===== src/rtl/main_fsm_if.sv =====
// Control bus between the multicycle controller and its datapath.
// The master drives the instruction fields and memory handshake; the slave returns state and control.
interface main_fsm_if;
    logic [1:0] Op;
    logic [5:0] Funct;
    logic       MemReady;

    logic [3:0] State;
    logic       IRWrite;
    logic       AdrSrc;
    logic       NextPC;
    logic       RegW;
    logic       MemW;
    logic       Branch;
    logic       ALUOp;
    logic [1:0] ALUSrcA;
    logic [1:0] ALUSrcB;
    logic [1:0] ResultSrc;

    modport master (
        output Op, Funct, MemReady,
        input  State, IRWrite, AdrSrc, NextPC, RegW, MemW, Branch, ALUOp,
        input  ALUSrcA, ALUSrcB, ResultSrc
    );

    modport slave (
        input  Op, Funct, MemReady,
        output State, IRWrite, AdrSrc, NextPC, RegW, MemW, Branch, ALUOp,
        output ALUSrcA, ALUSrcB, ResultSrc
    );
endinterface


===== src/rtl/main_fsm.sv =====
// Multicycle processor main controller: Moore FSM with registered control outputs.
// IRWrite/NextPC are the only Mealy terms, so each fetch yields exactly one PC increment.
module main_fsm (
    input  logic       clk,
    input  logic       reset,
    main_fsm_if.slave  bus
);

    typedef enum logic [3:0] {
        FETCH    = 4'd0,
        DECODE   = 4'd1,
        MEMADR   = 4'd2,
        MEMRD    = 4'd3,
        MEMWB    = 4'd4,
        MEMWR    = 4'd5,
        EXECUTER = 4'd6,
        EXECUTEI = 4'd7,
        ALUWB    = 4'd8,
        BRANCH   = 4'd9
    } state_t;

    typedef struct packed {
        logic       adr_src;
        logic [1:0] alu_src_a;
        logic [1:0] alu_src_b;
        logic [1:0] result_src;
        logic       alu_op;
        logic       reg_w;
        logic       mem_w;
        logic       branch;
    } ctrl_t;

    function automatic ctrl_t f_moore(input state_t s);
        ctrl_t c;
        c = '0;
        case (s)
            FETCH, DECODE: begin
                c.alu_src_a  = 2'b01;
                c.alu_src_b  = 2'b10;
                c.result_src = 2'b10;
            end
            MEMADR: begin
                c.alu_src_a = 2'b00;
                c.alu_src_b = 2'b01;
            end
            MEMRD: begin
                c.adr_src    = 1'b1;
                c.result_src = 2'b00;
            end
            MEMWB: begin
                c.result_src = 2'b01;
                c.reg_w      = 1'b1;
            end
            MEMWR: begin
                c.adr_src = 1'b1;
                c.mem_w   = 1'b1;
            end
            EXECUTER: begin
                c.alu_src_a = 2'b00;
                c.alu_src_b = 2'b00;
                c.alu_op    = 1'b1;
            end
            EXECUTEI: begin
                c.alu_src_a = 2'b00;
                c.alu_src_b = 2'b01;
                c.alu_op    = 1'b1;
            end
            ALUWB: begin
                c.result_src = 2'b00;
                c.reg_w      = 1'b1;
            end
            BRANCH: begin
                c.alu_src_a  = 2'b10;
                c.alu_src_b  = 2'b01;
                c.result_src = 2'b10;
                c.branch     = 1'b1;
            end
            default: c = '0;
        endcase
        return c;
    endfunction

    // Op/Funct only matter in DECODE and MEMADR; every other state ignores them.
    function automatic state_t f_next(input state_t s, input logic [1:0] op,
                                      input logic imm, input logic load,
                                      input logic mem_ready);
        state_t n;
        n = FETCH;
        case (s)
            FETCH:    n = mem_ready ? DECODE : FETCH;
            DECODE: begin
                case (op)
                    2'b00:   n = imm ? EXECUTEI : EXECUTER;
                    2'b01:   n = MEMADR;
                    2'b10:   n = BRANCH;
                    default: n = FETCH;
                endcase
            end
            MEMADR:   n = load ? MEMRD : MEMWR;
            MEMRD:    n = mem_ready ? MEMWB : MEMRD;
            MEMWR:    n = mem_ready ? FETCH : MEMWR;
            EXECUTER: n = ALUWB;
            EXECUTEI: n = ALUWB;
            default:  n = FETCH;
        endcase
        return n;
    endfunction

    state_t r_state;
    ctrl_t  r_ctrl;
    state_t w_next;
    logic   w_state_legal;
    logic   w_fetch_grant;
    logic   w_unused_funct;

    assign w_next = f_next(r_state, bus.Op, bus.Funct[5], bus.Funct[0], bus.MemReady);
    assign w_unused_funct = ^bus.Funct[4:1];

    // NOTE: the output register is loaded with the value for the state being
    // entered, so outputs change together with State and stay glitch-free.
    // Non-blocking assignments keep state and outputs updating in lockstep.
    always_ff @(posedge clk or posedge reset) begin
        if (reset) begin
            r_state <= FETCH;
            r_ctrl  <= f_moore(FETCH);
        end else begin
            r_state <= w_next;
            r_ctrl  <= f_moore(w_next);
        end
    end

    // An encoding outside 0..9 can only appear through an upset; keep it silent.
    assign w_state_legal = (r_state <= BRANCH);
    assign w_fetch_grant = (r_state == FETCH) && !reset && bus.MemReady;

    assign bus.State     = r_state;
    assign bus.IRWrite   = w_fetch_grant;
    assign bus.NextPC    = w_fetch_grant;
    assign bus.AdrSrc    = r_ctrl.adr_src & w_state_legal;
    assign bus.ALUSrcA   = r_ctrl.alu_src_a & {2{w_state_legal}};
    assign bus.ALUSrcB   = r_ctrl.alu_src_b & {2{w_state_legal}};
    assign bus.ResultSrc = r_ctrl.result_src & {2{w_state_legal}};
    assign bus.ALUOp     = r_ctrl.alu_op & w_state_legal;
    assign bus.RegW      = r_ctrl.reg_w & w_state_legal;
    assign bus.MemW      = r_ctrl.mem_w & w_state_legal;
    assign bus.Branch    = r_ctrl.branch & w_state_legal;

    a_no_wr_collision: assert property (@(posedge clk) disable iff (reset)
        !(bus.RegW && bus.MemW));
    a_memw_only_in_memwr: assert property (@(posedge clk) disable iff (reset)
        bus.MemW |-> (r_state == MEMWR));

endmodule


===== src/flat_wrapper.sv =====
// flat-port wrapper written by rule: the top's interface ports become plain ports
module main_fsm_flat 
  (clk, reset, bus_Op, bus_Funct, bus_MemReady, bus_State, bus_IRWrite, bus_AdrSrc, bus_NextPC, bus_RegW, bus_MemW, bus_Branch, bus_ALUOp, bus_ALUSrcA, bus_ALUSrcB, bus_ResultSrc);
  main_fsm_if bus_i ();
  input  logic clk;
  input  logic reset;
  input wire logic [$bits(bus_i.Op)-1:0] bus_Op;
  input wire logic [$bits(bus_i.Funct)-1:0] bus_Funct;
  input wire logic [$bits(bus_i.MemReady)-1:0] bus_MemReady;
  output wire logic [$bits(bus_i.State)-1:0] bus_State;
  output wire logic [$bits(bus_i.IRWrite)-1:0] bus_IRWrite;
  output wire logic [$bits(bus_i.AdrSrc)-1:0] bus_AdrSrc;
  output wire logic [$bits(bus_i.NextPC)-1:0] bus_NextPC;
  output wire logic [$bits(bus_i.RegW)-1:0] bus_RegW;
  output wire logic [$bits(bus_i.MemW)-1:0] bus_MemW;
  output wire logic [$bits(bus_i.Branch)-1:0] bus_Branch;
  output wire logic [$bits(bus_i.ALUOp)-1:0] bus_ALUOp;
  output wire logic [$bits(bus_i.ALUSrcA)-1:0] bus_ALUSrcA;
  output wire logic [$bits(bus_i.ALUSrcB)-1:0] bus_ALUSrcB;
  output wire logic [$bits(bus_i.ResultSrc)-1:0] bus_ResultSrc;
  assign bus_i.Op = bus_Op;
  assign bus_i.Funct = bus_Funct;
  assign bus_i.MemReady = bus_MemReady;
  assign bus_State = bus_i.State;
  assign bus_IRWrite = bus_i.IRWrite;
  assign bus_AdrSrc = bus_i.AdrSrc;
  assign bus_NextPC = bus_i.NextPC;
  assign bus_RegW = bus_i.RegW;
  assign bus_MemW = bus_i.MemW;
  assign bus_Branch = bus_i.Branch;
  assign bus_ALUOp = bus_i.ALUOp;
  assign bus_ALUSrcA = bus_i.ALUSrcA;
  assign bus_ALUSrcB = bus_i.ALUSrcB;
  assign bus_ResultSrc = bus_i.ResultSrc;
  main_fsm u_core (.clk(clk), .reset(reset), .bus(bus_i));
endmodule

===== config.mk =====
export PLATFORM = sky130hd
export DESIGN_NAME = main_fsm_flat
export DESIGN_NICKNAME = d
export VERILOG_FILES = /design/src/rtl/main_fsm_if.sv /design/src/rtl/main_fsm.sv /design/src/flat_wrapper.sv
export SDC_FILE = /design/constraint.sdc
export NUM_CORES = 1
export LEC_CHECK = 0
export ABC_AREA = 0
export BUFFER_PORTS_ARGS = -buffer_cell sky130_fd_sc_hd__buf_2
export CAP_MARGIN = 15
export CORE_MARGIN = 1
export CORE_UTILIZATION = 30
export DETAILED_ROUTE_END_ITERATION = 10
export PLACE_DENSITY = 0.51
export RECOVER_POWER = 25
export SLEW_MARGIN = 25
export SYNTH_ARGS = -nofsm -noshare
export SYNTH_HDL_FRONTEND = slang
export SYNTH_SLANG_ARGS = --single-unit

===== constraint.sdc =====
create_clock -name clk -period 4.4 [get_ports clk]
set_clock_uncertainty 0.05 [all_clocks]
set_input_delay 0.22 -clock clk [delete_from_list [all_inputs] [get_ports clk]]
set_output_delay 0.22 -clock clk [all_outputs]
set_load 0.01 [all_outputs]

==> flow_summary.toml, run 1 <==
[clock_tree]
insertion_delay_ns = 0.27
htreeDepth = 1
clock_path_buffers = 2
ctsResizeCount = 0
clk_pin_slew_ns = 0.07
numCtsBuffers = 3
cts_sinks = 13
cts_setup_buffers = 0
cts_tree = "done"
cts-root-buf = "clkbuf_4"

[logic_synthesis]
synth_edf_count = 0
synthesis.area_um2 = 767
avgSynthCellArea_um2 = 9.96
async_flop_share_pct = 100
synth-xor-area-share_pct = 0
synth_compound_gate_area_share_pct = 16.5
yosys.area_share.simple_pct = 29.4
synth-main-ff-cell = "dfrtp_1"
synth-seq-cells = 13
yosysSeqAreaShare_pct = 42.7
muxShareOfSynthArea_pct = 1.31
synth_cell_types = 35
yosysWarnings = 0
synthesis.nets = 88
synth_top_family_by_area = "simple AND/OR/NAND/NOR gates"
netlist_instances = 77
synthAdderAreaFrac_pct = 0

[route]
antenna_left = 0
drc = 0
drt_iter0_drc = 0
via_count = 608
routedWlPerCell_um = 12.0
drtPass1Iterations = 1
viasPerCell = 4.83
finalWirelength_um = 1510

[sta]
setup_tns_ns = 0
finalSetupViolations = 0
slew_headroom_pct = 53.6
hold_viol_final = 0
rsz0062_at_grt = "no"
worst_pin_slew_ns = 0.688
layout_min_cycle_time_ns = 2.06
fin_crit_sh_pct = 46.7
slew_viol_final = 0
max_freq_ghz = 0.486

[critical_path]
cp_max_fo = 15
reg2regPathDepth = 4
worst_path_largest_cell_delay_ns = 0.63
worstSetupStartpointType = "flip-flop"
critPathArrivalTime_ns = 1.79
timing.rr.start = "u_core.bus.State[1]$_DFF_PP0_"
crit_chain = "o21ai_0, and2_1, buf_2"
reg2reg_slack_ns = 2.64
cp_slowest_cell = "o21ai_0"
worstReg2RegEnd = "u_core.r_ctrl[2]$_DFF_PP0_"
cp_data_required_time_ns = 4.13
crit_start = "u_core.bus.State[2]$_DFF_PP0_"
crit_type = "flip-flop to output port"
end_kind = "output port"

[grt]
grt_pass1_vias = 521
antenna_found_initial = 0
grt_max_degree = 16
grt_overflow_total = 0
grt_pass1_wl_um = 2450
grt_usage_pct = 12.9

[floorplan]
start_util_pct = 33.1
rows = 17
die_h_um = 52.6
ioPinCount = 28
dieArea_um2 = 2760
coreArea_um2 = 2320
die_width_um = 52.6

[placement]
port-buffer-count = 23
place.gp.congestion = 0.734
place_hpwl_um = 1100

[power_and_ir_drop]
clockPowerShare_pct = 12.6
finalPower_mw = 0.563
power.density_nw_per_um2 = 627
ir_drop_uv = 253
combPwrFrac_pct = 48.7
switchingPower_mw = 0.233
p_sw_share_pct = 41.3
p_int_mw = 0.331
p_leak_nw = 0.444
power_frac_seq_pct = 38.8

[hold_path]
min_from = "bus_Op[1]"
min_path_type = "input port to flip-flop"
hold_depth = 2
hold_end = "u_core.r_ctrl[3]$_DFF_PP0_"

[finish]
nNetsFinal = 110
final_cell_mix = "23 x buf_2, 11 x dfrtp_1, 10 x and2_1, 8 x nor2_1, 6 x inv_1"
antennaDiodeCount = 0
drive_gt1_share_pct = 34.7
layout_commonest_cell = "buf_2"
syn_to_final_growth_pct = 17.1

[run_status]
status = "finished clean"

[flow_run]
maxCapViolations = 0
==> final cells by class <==
class | count | area (µm²)
Inverter | 6 | 22.5
Multi-Input combinational cell | 51 | 362
Sequential cell | 13 | 328
Timing Repair Buffer | 24 | 125
Clock buffer | 4 | 26.3
Tap cell | 28 | 35.0
Fill cell | 244 | 1420
==> layer usage <==
metal	share of wire [%]	vias up	GRT usage (%)	wire length, µm
met5	0	-	0	0
met2	45	17	19.6	677
met1	50	281	16.5	751
met3	4.4	2	5.22	67
li1	-	308	-	-
met4	1.1	0	3.95	17
==> per-stage QoR <==
stage / utilization, % / instances / worst slack (ns) / cell area, µm² / hold slack (ns)
6_report: 38.7 / 126 / 2.34 / 898 / 0.138
5_1_grt: 38.7 / 126 / 2.08 / 898 / 0.127
4_1_cts: 38.7 / 126 / 2.26 / 898 / 0.119
3_5_place_dp: 37.2 / 121 / 2.57 / 862 / 0.221
3_3_place_gp: 37.2 / 121 / 2.57 / 862 / 0.217
2_1_floorplan: - / 77 / 2.76 / 767 / 0.0455
==> worst max-delay path by stage <==
stage	cells after the start	slack [ns]	to
finish	3	2.34	bus_ALUSrcB[1]
CTS	3	2.26	bus_ALUSrcB[1]
global placement	3	2.57	bus_Branch
detailed placement	3	2.57	bus_ALUSrcB[1]
global route	3	2.08	bus_ALUSrcA[0]
floorplan	4	2.76	bus_ALUSrcA[1]
==> what timing repair did <==
action / CTS / global route
hold endpoints to repair: 11 / 0
endpoints found under the setup margin: 0 / 0
hold buffers: 1 / 0
==> synthesized netlist by cell type (2+ instances only) <==
| cell type | number | share of area, % |
|---|---|---|
| a21oi_1 | 2 | 1.3 |
| buf_6 | 2 | 2.9 |
| and2_1 | 10 | 8.2 |
| dfstp_2 | 2 | 6.9 |
| o21ai_0 | 2 | 1.3 |
| nor2_1 | 8 | 3.9 |
| inv_1 | 6 | 2.9 |
| dfrtp_1 | 11 | 36 |
| buf_4 | 3 | 2.9 |
| buf_2 | 2 | 1.3 |
| nor3_1 | 2 | 1.3 |
| a211oi_2 | 2 | 3.3 |
| nand2b_1 | 3 | 2.4 |
==> power groups by stage <==
| stage | Combinational [mW] | Sequential (mW) | Clock (mW) |
|---|---|---|---|
| finish | 0.274 | 0.218 | 0.0707 |
| global route | 0.306 | 0.226 | 0.0829 |
| global placement | 0.274 | 0.220 | 0 |
| detailed placement | 0.278 | 0.221 | 0 |
| CTS | 0.280 | 0.218 | 0.0748 |
| floorplan | 0.246 | 0.191 | 0 |
==> sequential cells by signal, summed over array words and instances (netlist names) <==
| register | flops |
|---|---|
| u_core.bus.State | 4 |
| u_core.r_ctrl | 9 |
==> critical path, delay by kind of cell, from the launching register on <==
family	cells	cell delay, ns
buf+inv	1	0.13
simple gates	1	0.23
flops	1	0.53
compound gates	1	0.63
==> kinds of logic after synthesis <==
group                  after synthesis
flip-flops                          13
AND/OR/NAND/NOR                     34
buffers and inverters               13
AO/OA/AOI/OAI                       16
multiplexers                         1
(Power assumes the default switching activity.)
==> run 2: changes to the inputs <==
==> constraint.sdc (replaced) <==
create_clock -name clk -period 1.97 [get_ports clk]
set_clock_uncertainty 0.05 [all_clocks]
set_input_delay 0.0985 -clock clk [delete_from_list [all_inputs] [get_ports clk]]
set_output_delay 0.0985 -clock clk [all_outputs]
set_load 0.01 [all_outputs]
==> flow_summary.toml, run 2 (synthesis results as in run 1) <==
[grt]
grt_usage_pct = 12.1
grt_pass1_vias = 507
grt_overflow_total = 0
antenna_found_initial = 0
grt_pass1_wl_um = 2420
grt_max_degree = 16

[flow_run]
maxCapViolations = 0

[power_and_ir_drop]
p_leak_nw = 0.460
ir_drop_uv = 625
finalPower_mw = 1.31
power.density_nw_per_um2 = 1410

[floorplan]
dieArea_um2 = 2760
ioPinCount = 28
die_h_um = 52.6
coreArea_um2 = 2320
die_width_um = 52.6
start_util_pct = 33.1
rows = 17

[sta]
slew_headroom_pct = 65.9
slew_viol_final = 0
max_freq_ghz = 0.546
rsz0062_at_grt = "no"
whs_ns = 0.00214
fin_crit_sh_pct = 92.9
finalSetupViolations = 0
worst_pin_slew_ns = 0.511
hold_viol_final = 0
layout_min_cycle_time_ns = 1.83
setup_tns_ns = 0
setup_slack_ns = 0.139

[finish]
final_cell_mix = "23 x buf_2, 11 x dfrtp_1, 10 x and2_1, 8 x nor2_1, 6 x inv_1"
nNetsFinal = 113
final_util_pct = 39.9
layout_commonest_cell = "buf_2"
antennaDiodeCount = 0
multi_input_comb_area_um2 = 365
fillCellCount = 250
drive_gt1_share_pct = 37.6
max_flop_register = "u_core.r_ctrl"
syn_to_final_growth_pct = 20.6
largest_reg_flops = 9
final-seq-area_um2 = 328

[critical_path]
end_kind = "output port"
crit_start = "u_core.bus.State[2]$_DFF_PP0_"
timing.rr.start = "u_core.bus.State[2]$_DFF_PP0_"
cp_max_fo = 15
endpoint = "bus_IRWrite"
reg2reg_slack_ns = 0.21
critPathArrivalTime_ns = 1.68
worstSetupStartpointType = "flip-flop"
worstReg2RegEnd = "u_core.r_ctrl[2]$_DFF_PP0_"
cp_data_required_time_ns = 1.82
crit_type = "flip-flop to output port"
reg2regPathDepth = 4

[placement]
place.gp.congestion = 0.744
dp_slack_ns = 0.113
port-buffer-count = 23
place_hpwl_um = 1110

[route]
drtPass1Iterations = 4
viasPerCell = 4.75
via_count = 613
finalWirelength_um = 1530
drc = 0
antenna_left = 0
routedWlPerCell_um = 11.8
drt_iter0_drc = 17

[clock_tree]
cts_tree = "done"
cts_setup_buffers = 0
cts-root-buf = "clkbuf_4"
htreeDepth = 1
insertion_delay_ns = 0.27
clock_path_buffers = 2
cts_sinks = 13
numCtsBuffers = 3
clk_pin_slew_ns = 0.08

[run_status]
status = "finished clean"

[hold_path]
min_path_type = "input port to flip-flop"
==> run 2: how the worst min path moves through the flow <==
stage                     startpoint                             to  slack, ns  cells past startpoint
final                      bus_Op[1]     u_core.r_ctrl[3]$_DFF_PP0_      0.002                      2
after global placement         reset     u_core.r_ctrl[4]$_DFF_PP0_        0.1                      2
after floorplan                reset  u_core.bus.State[0]$_DFF_PP0_      -0.08                      1
after global routing       bus_Op[1]     u_core.r_ctrl[3]$_DFF_PP0_      0.007                      2
after CTS                  bus_Op[1]     u_core.r_ctrl[3]$_DFF_PP0_       0.01                      2
after detailed placement       reset    u_core.r_ctrl[10]$_DFF_PP0_       0.10                      2
==> run 2: layout make-up <==
cell class	instances	share of cell area, %
multi-input combinational	51	39.5
timing repair buffer	27	16.0
inverter	6	2.44
clock buffer	4	2.84
sequential	13	35.5
tap	28	3.79
==> run 2: per-stage QoR <==
step | area (µm²) | std cells
after floorplan | 767 | 77
after global placement | 885 | 124
after detailed placement | 885 | 124
after CTS | 921 | 129
after global routing | 925 | 129
final | 925 | 129
==> run 2: timing repair <==
action | CTS | global route
pin swaps | 0 | 0
endpoints found under the setup margin | 11 | 11
resized for setup | 1 | 1
endpoints found under the hold margin | 11 | 0
hold buffers | 1 | 0
cloned | 0 | 0
==> run 2: routing by layer <==
metal  vias to the layer above  part of all wire, %  GRT usage (%)
li1                        316                    -              -
met1                       280                   49           17.0
met2                        17                   47           17.7
met3                         0                  3.7           3.48
met4                         0                    0           3.95
met5                         -                    0              0
==> run 2: where the power goes <==
part           internal [mW]  total, mW  switching [mW]
Combinational          0.323      0.671           0.347
Sequential             0.367      0.474           0.107
Clock                 0.0783      0.161          0.0824
Total                  0.769       1.31           0.536
==> run 2: worst max-delay path: stages, from the launching register on <==
cell and delay [ns]:
dfrtp_1 0.55, or4_1 0.59, nor2_1 0.13, buf_2 0.14
